==> config.mk <==
export PLATFORM = sky130hd
export DESIGN_NAME = block_pos_gen_flat
export DESIGN_NICKNAME = d
export VERILOG_FILES = /design/src/rtl/block_pos_gen_if.sv /design/src/rtl/block_pos_gen.sv /design/src/flat_wrapper.sv
export SDC_FILE = /design/constraint.sdc
export NUM_CORES = 1
export LEC_CHECK = 0
export CAP_MARGIN = 25
export CORE_MARGIN = 4
export CORE_UTILIZATION = 49
export CTS_CLUSTER_SIZE = 40
export DETAILED_ROUTE_END_ITERATION = 12
export PLACE_DENSITY_LB_ADDON = 0.08
export SKIP_CTS_REPAIR_TIMING = 1
export SYNTH_ARGS = -nofsm -noshare
export SYNTH_HDL_FRONTEND = slang
export SYNTH_SLANG_ARGS = --single-unit
==> constraint.sdc <==
create_clock -name clk -period 3.7 [get_ports clk]
set_clock_uncertainty 0.05 [all_clocks]
set_input_delay 0.74 -clock clk [delete_from_list [all_inputs] [get_ports clk]]
set_output_delay 0.74 -clock clk [all_outputs]
set_load 0.01 [all_outputs]
==> src/rtl/block_pos_gen_if.sv <==
// Handshake bundle between the control FSM, block_pos_gen and the draw datapath.
// Strobes and configuration in, coordinates, colour and lock capture out.
interface block_pos_gen_if #(
   parameter int X_W     = 8,
   parameter int Y_W     = 7,
   parameter int LEVEL_W = 6,
   parameter int SPEED_W = 4
);
   logic               ld_x;
   logic               ld_y;
   logic               restart;
   logic               lock;
   logic [LEVEL_W-1:0] curr_level;
   logic [SPEED_W-1:0] speed;
   logic [3:0]         blk_cells;
   logic [2:0]         colour_in;
   logic               colour_erase_enable;
   logic [X_W-1:0]     x;
   logic [Y_W-1:0]     y;
   logic [2:0]         colour;
   logic               dir;
   logic               moved;
   logic [X_W-1:0]     locked_x;
   logic               locked_valid;

   modport master (
      output ld_x, ld_y, restart, lock, curr_level, speed,
      output blk_cells, colour_in, colour_erase_enable,
      input  x, y, colour, dir, moved, locked_x, locked_valid
   );

   modport slave (
      input  ld_x, ld_y, restart, lock, curr_level, speed,
      input  blk_cells, colour_in, colour_erase_enable,
      output x, y, colour, dir, moved, locked_x, locked_valid
   );
endinterface

==> src/rtl/block_pos_gen.sv <==
// Moving-block position generator: bouncing x, level-derived y, lock capture.
// Define BLOCK_POS_RANDOM_START_EN for an LFSR-randomised restart position.
module block_pos_gen #(
   parameter int X_W     = 8,
   parameter int Y_W     = 7,
   parameter int LEVEL_W = 6,
   parameter int SPEED_W = 4,
   parameter int STEP    = 4,
   parameter int X_LIMIT = 156,
   parameter int Y_BASE  = 116
) (
   input logic          clk,
   input logic          reset,
   block_pos_gen_if.slave bus
);
   localparam int XW4 = X_W + 4;
   localparam int YSW = Y_W + LEVEL_W + 2;

   logic [X_W-1:0]     r_x;
   logic [Y_W-1:0]     r_y;
   logic               r_dir;
   logic [SPEED_W-1:0] r_pre;
   logic               r_moved;
   logic [X_W-1:0]     r_locked_x;
   logic               r_locked_valid;

   logic [X_W-1:0]     w_x_nxt;
   logic               w_dir_nxt;
   logic [SPEED_W-1:0] w_pre_nxt;
   logic               w_moved_nxt;
   logic [Y_W-1:0]     w_y_ld;

   logic [XW4-1:0]     w_cells;
   logic [XW4-1:0]     w_sub;
   logic [X_W-1:0]     w_lim;
   logic [YSW-1:0]     w_ydec;
   logic [X_W-1:0]     w_start_x;
   logic               w_start_dir;

   // Right limit shrinks as the block widens so its right edge stays on screen
   always_comb begin
      w_cells = (bus.blk_cells == 4'd0) ? XW4'(1) : XW4'(bus.blk_cells);
      w_sub   = (w_cells - XW4'(1)) * XW4'(STEP);
      w_lim   = (w_sub > XW4'(X_LIMIT)) ? '0
              : X_W'(XW4'(X_LIMIT) - w_sub);
   end

   always_comb begin
      w_ydec = YSW'(STEP) * YSW'(bus.curr_level);
      w_y_ld = (w_ydec > YSW'(Y_BASE)) ? '0
             : Y_W'(YSW'(Y_BASE) - w_ydec);
   end

`ifdef BLOCK_POS_RANDOM_START_EN
   logic [7:0]     r_lfsr;
   logic           w_lfsr_fb;
   logic [XW4-1:0] w_slots;
   logic [XW4-1:0] w_slot;

   assign w_lfsr_fb = r_lfsr[7] ^ r_lfsr[5] ^ r_lfsr[4] ^ r_lfsr[3];

   always_ff @(posedge clk or posedge reset) begin
      if (reset) r_lfsr <= 8'hA5;
      else       r_lfsr <= {r_lfsr[6:0], w_lfsr_fb};
   end

   always_comb begin
      w_slots     = XW4'(w_lim) / XW4'(STEP) + XW4'(1);
      w_slot      = XW4'(r_lfsr) % w_slots;
      w_start_x   = X_W'(w_slot * XW4'(STEP));
      w_start_dir = r_lfsr[0];
   end
`else
   assign w_start_x   = '0;
   assign w_start_dir = 1'b1;
`endif

   always_comb begin
      w_x_nxt     = r_x;
      w_dir_nxt   = r_dir;
      w_pre_nxt   = r_pre;
      w_moved_nxt = 1'b0;
      if (bus.restart) begin
         w_x_nxt   = w_start_x;
         w_dir_nxt = w_start_dir;
         w_pre_nxt = '0;
      end else if (bus.ld_x) begin
         if (r_pre == bus.speed) begin
            w_pre_nxt = '0;
            if (w_lim < X_W'(STEP)) begin
               w_x_nxt = '0;
            end else if (r_dir) begin
               if (r_x >= w_lim) begin
                  w_dir_nxt = 1'b0;
                  w_x_nxt   = w_lim - X_W'(STEP);
               end else begin
                  w_x_nxt = r_x + X_W'(STEP);
               end
            end else begin
               if (r_x == '0) begin
                  w_dir_nxt = 1'b1;
                  w_x_nxt   = X_W'(STEP);
               end else begin
                  w_x_nxt = r_x - X_W'(STEP);
               end
            end
            w_moved_nxt = (w_x_nxt != r_x);
         end else begin
            w_pre_nxt = r_pre + SPEED_W'(1);
         end
      end
   end

   always_ff @(posedge clk or posedge reset) begin
      if (reset) begin
         r_x     <= '0;
         r_dir   <= 1'b1;
         r_pre   <= '0;
         r_moved <= 1'b0;
      end else begin
         r_x     <= w_x_nxt;
         r_dir   <= w_dir_nxt;
         r_pre   <= w_pre_nxt;
         r_moved <= w_moved_nxt;
      end
   end

   always_ff @(posedge clk or posedge reset) begin
      if (reset)         r_y <= Y_W'(Y_BASE);
      else if (bus.ld_y) r_y <= w_y_ld;
   end

   // Capture uses the pre-update x so a coincident move or restart is ignored
   always_ff @(posedge clk or posedge reset) begin
      if (reset) begin
         r_locked_x     <= '0;
         r_locked_valid <= 1'b0;
      end else begin
         r_locked_valid <= bus.lock;
         if (bus.lock) r_locked_x <= r_x;
      end
   end

   assign bus.x            = r_x;
   assign bus.y            = r_y;
   assign bus.dir          = r_dir;
   assign bus.moved        = r_moved;
   assign bus.locked_x     = r_locked_x;
   assign bus.locked_valid = r_locked_valid;
   assign bus.colour       = bus.colour_erase_enable ? 3'b000 : bus.colour_in;
endmodule

==> src/flat_wrapper.sv <==
// flat-port wrapper written by rule: the top's interface ports become plain ports
module block_pos_gen_flat 
#(
   parameter int X_W     = 8,
   parameter int Y_W     = 7,
   parameter int LEVEL_W = 6,
   parameter int SPEED_W = 4,
   parameter int STEP    = 4,
   parameter int X_LIMIT = 156,
   parameter int Y_BASE  = 116
)
  (clk, reset, bus_ld_x, bus_ld_y, bus_restart, bus_lock, bus_curr_level, bus_speed, bus_blk_cells, bus_colour_in, bus_colour_erase_enable, bus_x, bus_y, bus_colour, bus_dir, bus_moved, bus_locked_x, bus_locked_valid);
  block_pos_gen_if #(.X_W(X_W), .Y_W(Y_W), .LEVEL_W(LEVEL_W), .SPEED_W(SPEED_W)) bus_i ();
  input logic clk;
  input logic reset;
  input wire logic [$bits(bus_i.ld_x)-1:0] bus_ld_x;
  input wire logic [$bits(bus_i.ld_y)-1:0] bus_ld_y;
  input wire logic [$bits(bus_i.restart)-1:0] bus_restart;
  input wire logic [$bits(bus_i.lock)-1:0] bus_lock;
  input wire logic [$bits(bus_i.curr_level)-1:0] bus_curr_level;
  input wire logic [$bits(bus_i.speed)-1:0] bus_speed;
  input wire logic [$bits(bus_i.blk_cells)-1:0] bus_blk_cells;
  input wire logic [$bits(bus_i.colour_in)-1:0] bus_colour_in;
  input wire logic [$bits(bus_i.colour_erase_enable)-1:0] bus_colour_erase_enable;
  output wire logic [$bits(bus_i.x)-1:0] bus_x;
  output wire logic [$bits(bus_i.y)-1:0] bus_y;
  output wire logic [$bits(bus_i.colour)-1:0] bus_colour;
  output wire logic [$bits(bus_i.dir)-1:0] bus_dir;
  output wire logic [$bits(bus_i.moved)-1:0] bus_moved;
  output wire logic [$bits(bus_i.locked_x)-1:0] bus_locked_x;
  output wire logic [$bits(bus_i.locked_valid)-1:0] bus_locked_valid;
  assign bus_i.ld_x = bus_ld_x;
  assign bus_i.ld_y = bus_ld_y;
  assign bus_i.restart = bus_restart;
  assign bus_i.lock = bus_lock;
  assign bus_i.curr_level = bus_curr_level;
  assign bus_i.speed = bus_speed;
  assign bus_i.blk_cells = bus_blk_cells;
  assign bus_i.colour_in = bus_colour_in;
  assign bus_i.colour_erase_enable = bus_colour_erase_enable;
  assign bus_x = bus_i.x;
  assign bus_y = bus_i.y;
  assign bus_colour = bus_i.colour;
  assign bus_dir = bus_i.dir;
  assign bus_moved = bus_i.moved;
  assign bus_locked_x = bus_i.locked_x;
  assign bus_locked_valid = bus_i.locked_valid;
  block_pos_gen #(.X_W(X_W), .Y_W(Y_W), .LEVEL_W(LEVEL_W), .SPEED_W(SPEED_W), .STEP(STEP), .X_LIMIT(X_LIMIT), .Y_BASE(Y_BASE)) u_core (.clk(clk), .reset(reset), .bus(bus_i));
endmodule
-- Word level (Yosys, flattened, before mapping)
Cells that the tools add are included.
- add/sub/neg operators: 7
- mux-type cells: 27
- reductions and logical operators: 6
- order comparisons: 4
- eq/ne operators: 3
- operator list (cell ; count):
    $mux W8 ; 11
    $mux W4 ; 4
    $sub A8 B3 Y8 const B ; 2
    $gt A12 B8 Y1 const B ; 1
    $mux W1 ; 10
    $add A8 B3 Y8 const B ; 1
    $ge A8 B8 Y1 ; 1
    $gt A8 B7 Y1 const B ; 1
    $logic_not A8 Y1 ; 1
    $lt A8 B3 Y1 const B ; 1
    $ne A8 B8 Y1 ; 1
    $sub A8 B8 Y8 const A ; 1
    $mux W7 ; 1
    $sub A7 B7 Y7 const A ; 1
    $sub A4 B1 Y5 const B ; 1
    $add A4 B1 Y4 const B ; 1
    $eq A4 B4 Y1 ; 1
    $logic_not A4 Y1 ; 1
    $reduce_bool A2 Y1 ; 2
    $mux W3 ; 1
    $reduce_and A3 Y1 ; 1
    $ne A2 B2 Y1 const B ; 1
    $reduce_and A2 Y1 ; 1
- register bits: 30
- input port bits: 24

-- Depth between registers and ports, before layout
Gate-level depths: netlist of run 1.
- word-level depth: 16
- mapped depth: 13
- gate-level depth less buffers: 12

-- Least setup slack after synthesis of run 1
Ideal clock, no wire load.
- path kind: input -> register
- start: input bus_blk_cells[3]
- end: register u_core.r_moved (netlist: u_core.bus.moved)
- setup slack: 0.213 ns
- arrival: 3.311 ns
- path buffers: 0
- cell stages on the path: 12
- cell sequence: nor3_1 -> nor2_1 -> ha_1 -> xnor2_1 -> inv_1 -> ha_1 -> nand2_1 -> a311oi_4 -> nor2_1 -> mux2_1 -> a311o_1 -> o311a_1
- word-level cells in the longest chain between the ends: 16
- elaborated cells on any way between the ends: 19
- classes of those cells: add/sub: 3; order compare: 3; eq/ne: 1; mux: 11; reduce/logical: 1
- ends and longest elaborated chain (what ; line ; source):
    start: declaration ; flat_wrapper.sv:22 ; input wire logic [$bits(bus_i.blk_cells)-1:0] bus_blk_cells;
    $logic_not A4 Y1 ; block_pos_gen.sv:42 ; w_cells = (bus.blk_cells == 4'd0) ? XW4'(1) : XW4'(bus.blk_cells);
    $mux W4 (*) ; block_pos_gen.sv:42 ;
    $sub A4 B1 Y5 (*) ; block_pos_gen.sv:43 ; w_sub = (w_cells - XW4'(1)) * XW4'(STEP);
    $gt A12 B8 Y1 / $sub A8 B8 Y8 (equally long branches) ; block_pos_gen.sv:44, block_pos_gen.sv:45 ;
    $mux W8 (*) ; block_pos_gen.sv:44 ; w_lim = (w_sub > XW4'(X_LIMIT)) ? '0
    $sub A8 B3 Y8 / $ge A8 B8 Y1 (equally long branches) ; block_pos_gen.sv:95, block_pos_gen.sv:93 ;
    $mux W8 ; block_pos_gen.sv:93 ; if (r_x >= w_lim) begin
    $mux W8 ; block_pos_gen.sv:92 ; end else if (r_dir) begin
    $mux W8 (*) ; block_pos_gen.sv:90 ; if (w_lim < X_W'(STEP)) begin
    $mux W8 (*) ; block_pos_gen.sv:88 ; if (r_pre == bus.speed) begin
    $mux W8 (*) ; block_pos_gen.sv:87 ; end else if (bus.ld_x) begin
    $mux W8 (*) ; block_pos_gen.sv:83 ; if (bus.restart) begin
    $ne A8 B8 Y1 (*) ; block_pos_gen.sv:107 ; w_moved_nxt = (w_x_nxt != r_x);
    $mux W1 (*) ; block_pos_gen.sv:88 ;
    $mux W1 (*) ; block_pos_gen.sv:87 ;
    $mux W1 (*) ; block_pos_gen.sv:83 ;
    via u_core.w_moved_nxt ; block_pos_gen.sv:30 ; logic w_moved_nxt;
    end signal: assignment ; block_pos_gen.sv:124 ; r_moved <= w_moved_nxt;
    end: declaration ; block_pos_gen.sv:23 ; logic r_moved;
The timed path passes the listed nets; every way through them passes the cells marked *. The select of a mux whose other input is x is not followed.
A chain may end at the register's enable or synchronous reset.

-- Final worst setup path of run 1
- start: input bus_blk_cells[1]
- end: register u_core.r_moved (netlist: u_core.bus.moved)
The elaborated chain is that of the path after synthesis.

==> results.md, run 1 <==
- In this run the tightest slew margin relative to its limit is 0.552.
- Of the cells placed in the final design, the portion with a size suffix greater than 1 is 0.180.
- For this design the static power due to leakage is 0.00122 uW.
- The top cell family by delay on the critical path is compound AO/OA/AOI/OAI gates.
- The die boundary height is 72.2 um.
- Dividing the final minimum period by the clock period gives 0.980.
- The core region is 4000 um^2.
- The cell area after placement is 2730 um^2.
- In this run, synthesis produced a sequential element count of 28.
- Summing all non-filler instances in the final layout gives an area of 2810 um^2.
- The number of inserted diodes is 0.
- The max capacitance violation total is 0.
- The cell repeated most along the worst path is ha_1.
- The wire length of the first global-routing pass is 8760 um.
- Internal power comes to 569 uW.
- After global routing the overflow that remains totals 0.
- In the layout the commonest cells are clkdlybuf4s50_1, buf_4, dfrtp_1, nor2_1, inv_1.
- Clock-pin slew was measured on the worst setup and hold paths at 100 ps.
- The initial antenna violation count is 0.
- The initial utilization of the core area, before any placement, comes to 0.505.
- The most common cell after layout, fill and taps aside is clkdlybuf4s50_1.
- At the worst endpoint, the required time is 3830 ps.
- The number of remaining DRC errors is 0.
- The detailed router finished its first iteration with 134 violations.
- The number of different library cells used by synthesis comes to 48.
- The category of the most critical setup path is in -> reg.
- At the pin with the least slew margin, the transition time is 666 ps.
- The horizontal die dimension is 72.2 um.
- The worst path buffer plus inverter count is 2.
- After filler insertion, the fill cell instance count of the layout stands at 309.
- The wire length per cell after detailed routing is 15.8 um.
- Once detail routing completed, the nets flagged for antenna violations numbered 0.
- For this run, the register share of the synthesized area comes to 0.350.
- The share of total power dissipated in sequential elements is 0.429.
- The HPWL after detailed placement is 4050 um.
- In this run the number of H-tree levels came out at 1.
- The signal on the critical path passes through clkdlybuf4s50_1, nor3_2, nor2_1, ha_1, inv_1, ha_1, nand4bb_4, a311oi_4, nor2_2, mux2_1, a311o_1, o311a_1.
- The endpoint class of the critical path is a register.
- Routability-driven placement finished with a final weighted congestion of 0.923.
- The netlist area before placement is 2020 um^2.
- In this run the tool buffered the top-level ports with 50 buffer cells.
- The CTS root buffer is clkbuf_8.
- Entering global routing, the biggest net connects 21 pins.
- Setup violations remaining at the end of the flow were counted as 0.
- In this run the core area contains 23 standard-cell rows.
- The TritonCTS sink count is 28.
- The total wirelength of the detailed-routed design is 5340 um.
- Dividing the detail-routed via count by the number of cells gives 5.62.
- The delay of the slowest cell on the worst path is 450 ps.
- The clock network fraction of design power is 0.322.
- Of all nets on the critical path, the largest fanout is 5.
- The overall power after layout is 769 uW.
- The I/O pin count is 53.
- The layout overhead on the synthesized area is 39.2%.
- The final count of pins violating max slew is 0.
- The maximum buffer depth of the clock tree is 2.
- The number of instances in the synthesized netlist is 223.
- Of the total power, combinational logic draws 0.249.
- The via total after detailed routing is 1905.
- The category of the worst setup path launch point is a primary input.
- During synthesis, Yosys emitted a total of 0 warnings.
- The clock latency on the worst-skew pair is 280 ps.
- The tightest hold margin is 430 ps.
- The die covers 5210 um^2.
- The fmax is 276 MHz.
- Dividing the synthesized area by the synthesized cell count gives 9.06 um^2.
- The most used flip-flop cell after synthesis is dfrtp_1.
- Summed over all nets, the switching power comes to 200 uW.
- Data on the critical path arrives at its endpoint at 3750 ps.
- The number of global-route vias before repair came to 1827.
- The final total negative setup slack is 0 ps.
- The number of hold violations in the final report came to 0.
- In this run, CTS created clock tree buffers numbering 3.
- For this run, the share of the core covered by cells in the final layout is 0.703.
- Yosys mapped a number of flops with a built-in enable equal to 0.
- The cell with the biggest individual delay on the critical path is clkdlybuf4s50_1.
- The worst path needs 3630 ps of the cycle, external delays included.
- Before antenna repair, the detailed router went through 4 iterations.
- For this run, asynchronously set or reset flops after synthesis account for 1.00.
- VDD sags by at most 0.201 mV.
- The run finished with clean final reports.
- Power spread over the standard cell area amounts to 274 nW/um^2.
- The tightest min-delay check is of the reg -> reg type.
- The total routing resource utilization after global routing is 0.213.
- The clock tree from TritonCTS is done.
- After the last flow step, the layout net total stands at 326.
- Of the total power, the share spent switching nets is 0.261.
[cells in the mapped netlist, types with 3 or more instances]
master,number,share of area
nand3_1,5,0.012
a211oi_1,3,0.011
nor4_1,4,0.012
xnor2_1,5,0.022
nand3b_1,4,0.015
nor3b_1,4,0.015
clkbuf_1,10,0.019
or3_1,3,0.0093
and2_1,4,0.012
dfstp_2,5,0.065
o21ai_0,11,0.027
nor2b_1,5,0.015
dfrtp_1,23,0.29
nand2_1,9,0.017
xor2_1,7,0.030
o221a_2,3,0.017
mux2_2,10,0.056
ha_1,12,0.074
nor3_1,7,0.017
o22ai_1,5,0.015
nor2_1,22,0.041
nand2b_1,4,0.012
a21oi_1,9,0.022
inv_1,15,0.028
o211ai_1,4,0.015
[power by group through the flow]
| stage | registers, uW | clock network (uW) | logic [uW] |
|---|---|---|---|
| 2_1_floorplan | 337 | 0 | 94.8 |
| 3_3_place_gp | 335 | 0 | 183 |
| 3_5_place_dp | 336 | 0 | 190 |
| 4_1_cts | 330 | 251 | 191 |
| 5_1_grt | 332 | 268 | 209 |
| 6_report | 330 | 248 | 192 |
[layout make-up]
| class | instances | area [um^2] | share of cell area |
|---|---|---|---|
| Clock inverter | 1 | 30.0 | 0.0107 |
| Timing Repair Buffer | 75 | 708 | 0.252 |
| Sequential cell | 28 | 707 | 0.252 |
| Inverter | 15 | 56.3 | 0.0200 |
| Multi-Input combinational cell | 167 | 1200 | 0.429 |
| Clock buffer | 3 | 41.3 | 0.0147 |
| Tap cell | 50 | 62.6 | 0.0223 |
[flip-flops by register name, summed over array words and instances (netlist names)]
register / flops
u_core.r_pre: 4
u_core.bus.locked_valid: 1
u_core.bus.moved: 1
u_core.bus.locked_x: 8
u_core.bus.x: 8
u_core.bus.y: 5
u_core.bus.dir: 1
[stage by stage]
| stage | cells | setup slack [ps] |
|---|---|---|
| after global placement | 334 | -129 |
| after detailed placement | 335 | -254 |
| after global routing | 339 | -29.9 |
| after CTS | 339 | 41.1 |
| after floorplan | 224 | 213 |
| final | 339 | 74.6 |
[kinds of logic after synthesis]
family                   share of synthesized area
flip-flops                                   0.350
adder cells (fa/ha/maj)                     0.0743
AO/OA/AOI/OAI                                0.171
buffers and inverters                       0.0589
multiplexers                                0.0713
XOR/XNOR                                    0.0520
AND/OR/NAND/NOR                              0.221
other                                      0.00186
[metal layers]
metal / wire, um / global-route usage / share of wire / vias up
met2: 2580 / 0.330 / 0.48 / 60
li1: - / - / - / 936
met3: 368 / 0.0332 / 0.069 / 7
met5: 0 / 0 / 0 / -
met1: 2350 / 0.305 / 0.44 / 902
met4: 51 / 0.0689 / 0.0095 / 0
[worst paths after layout]
path                                             startpoint                          end  slack [ps]  depth (start not counted)
worst max-delay path                       bus_blk_cells[1]   u_core.bus.moved$_DFF_PP0_          70                         12
worst min register to register  u_core.bus.y[4]$_DFFE_PP1P_  u_core.bus.y[4]$_DFFE_PP1P_         430                          2
worst min-delay path            u_core.bus.y[4]$_DFFE_PP1P_  u_core.bus.y[4]$_DFFE_PP1P_         430                          2
worst max register to register  u_core.bus.x[3]$_DFFE_PP0P_   u_core.bus.moved$_DFF_PP0_        1020                          7
min in group asynchronous                             reset  u_core.bus.x[6]$_DFFE_PP0P_         690                          2
max in group asynchronous                             reset  u_core.bus.y[6]$_DFFE_PP1P_        2390                          3
[worst register-to-register path, cell delays in order (launching register included)]
cell and delay [ps]:
dfrtp_1 560, ha_1 430, nand4bb_4 130, a311oi_4 380
nor2_2 90, mux2_1 330, a311o_1 310, o311a_1 290
Power figures use the tool's default switching activity.
==> inputs of run 2 (changes only) <==
Settings changed: CTS_CLUSTER_SIZE 40 to default.
==> results of run 2 <==
Same layout as run 1: the final DEF is identical, and so are final timing and power.
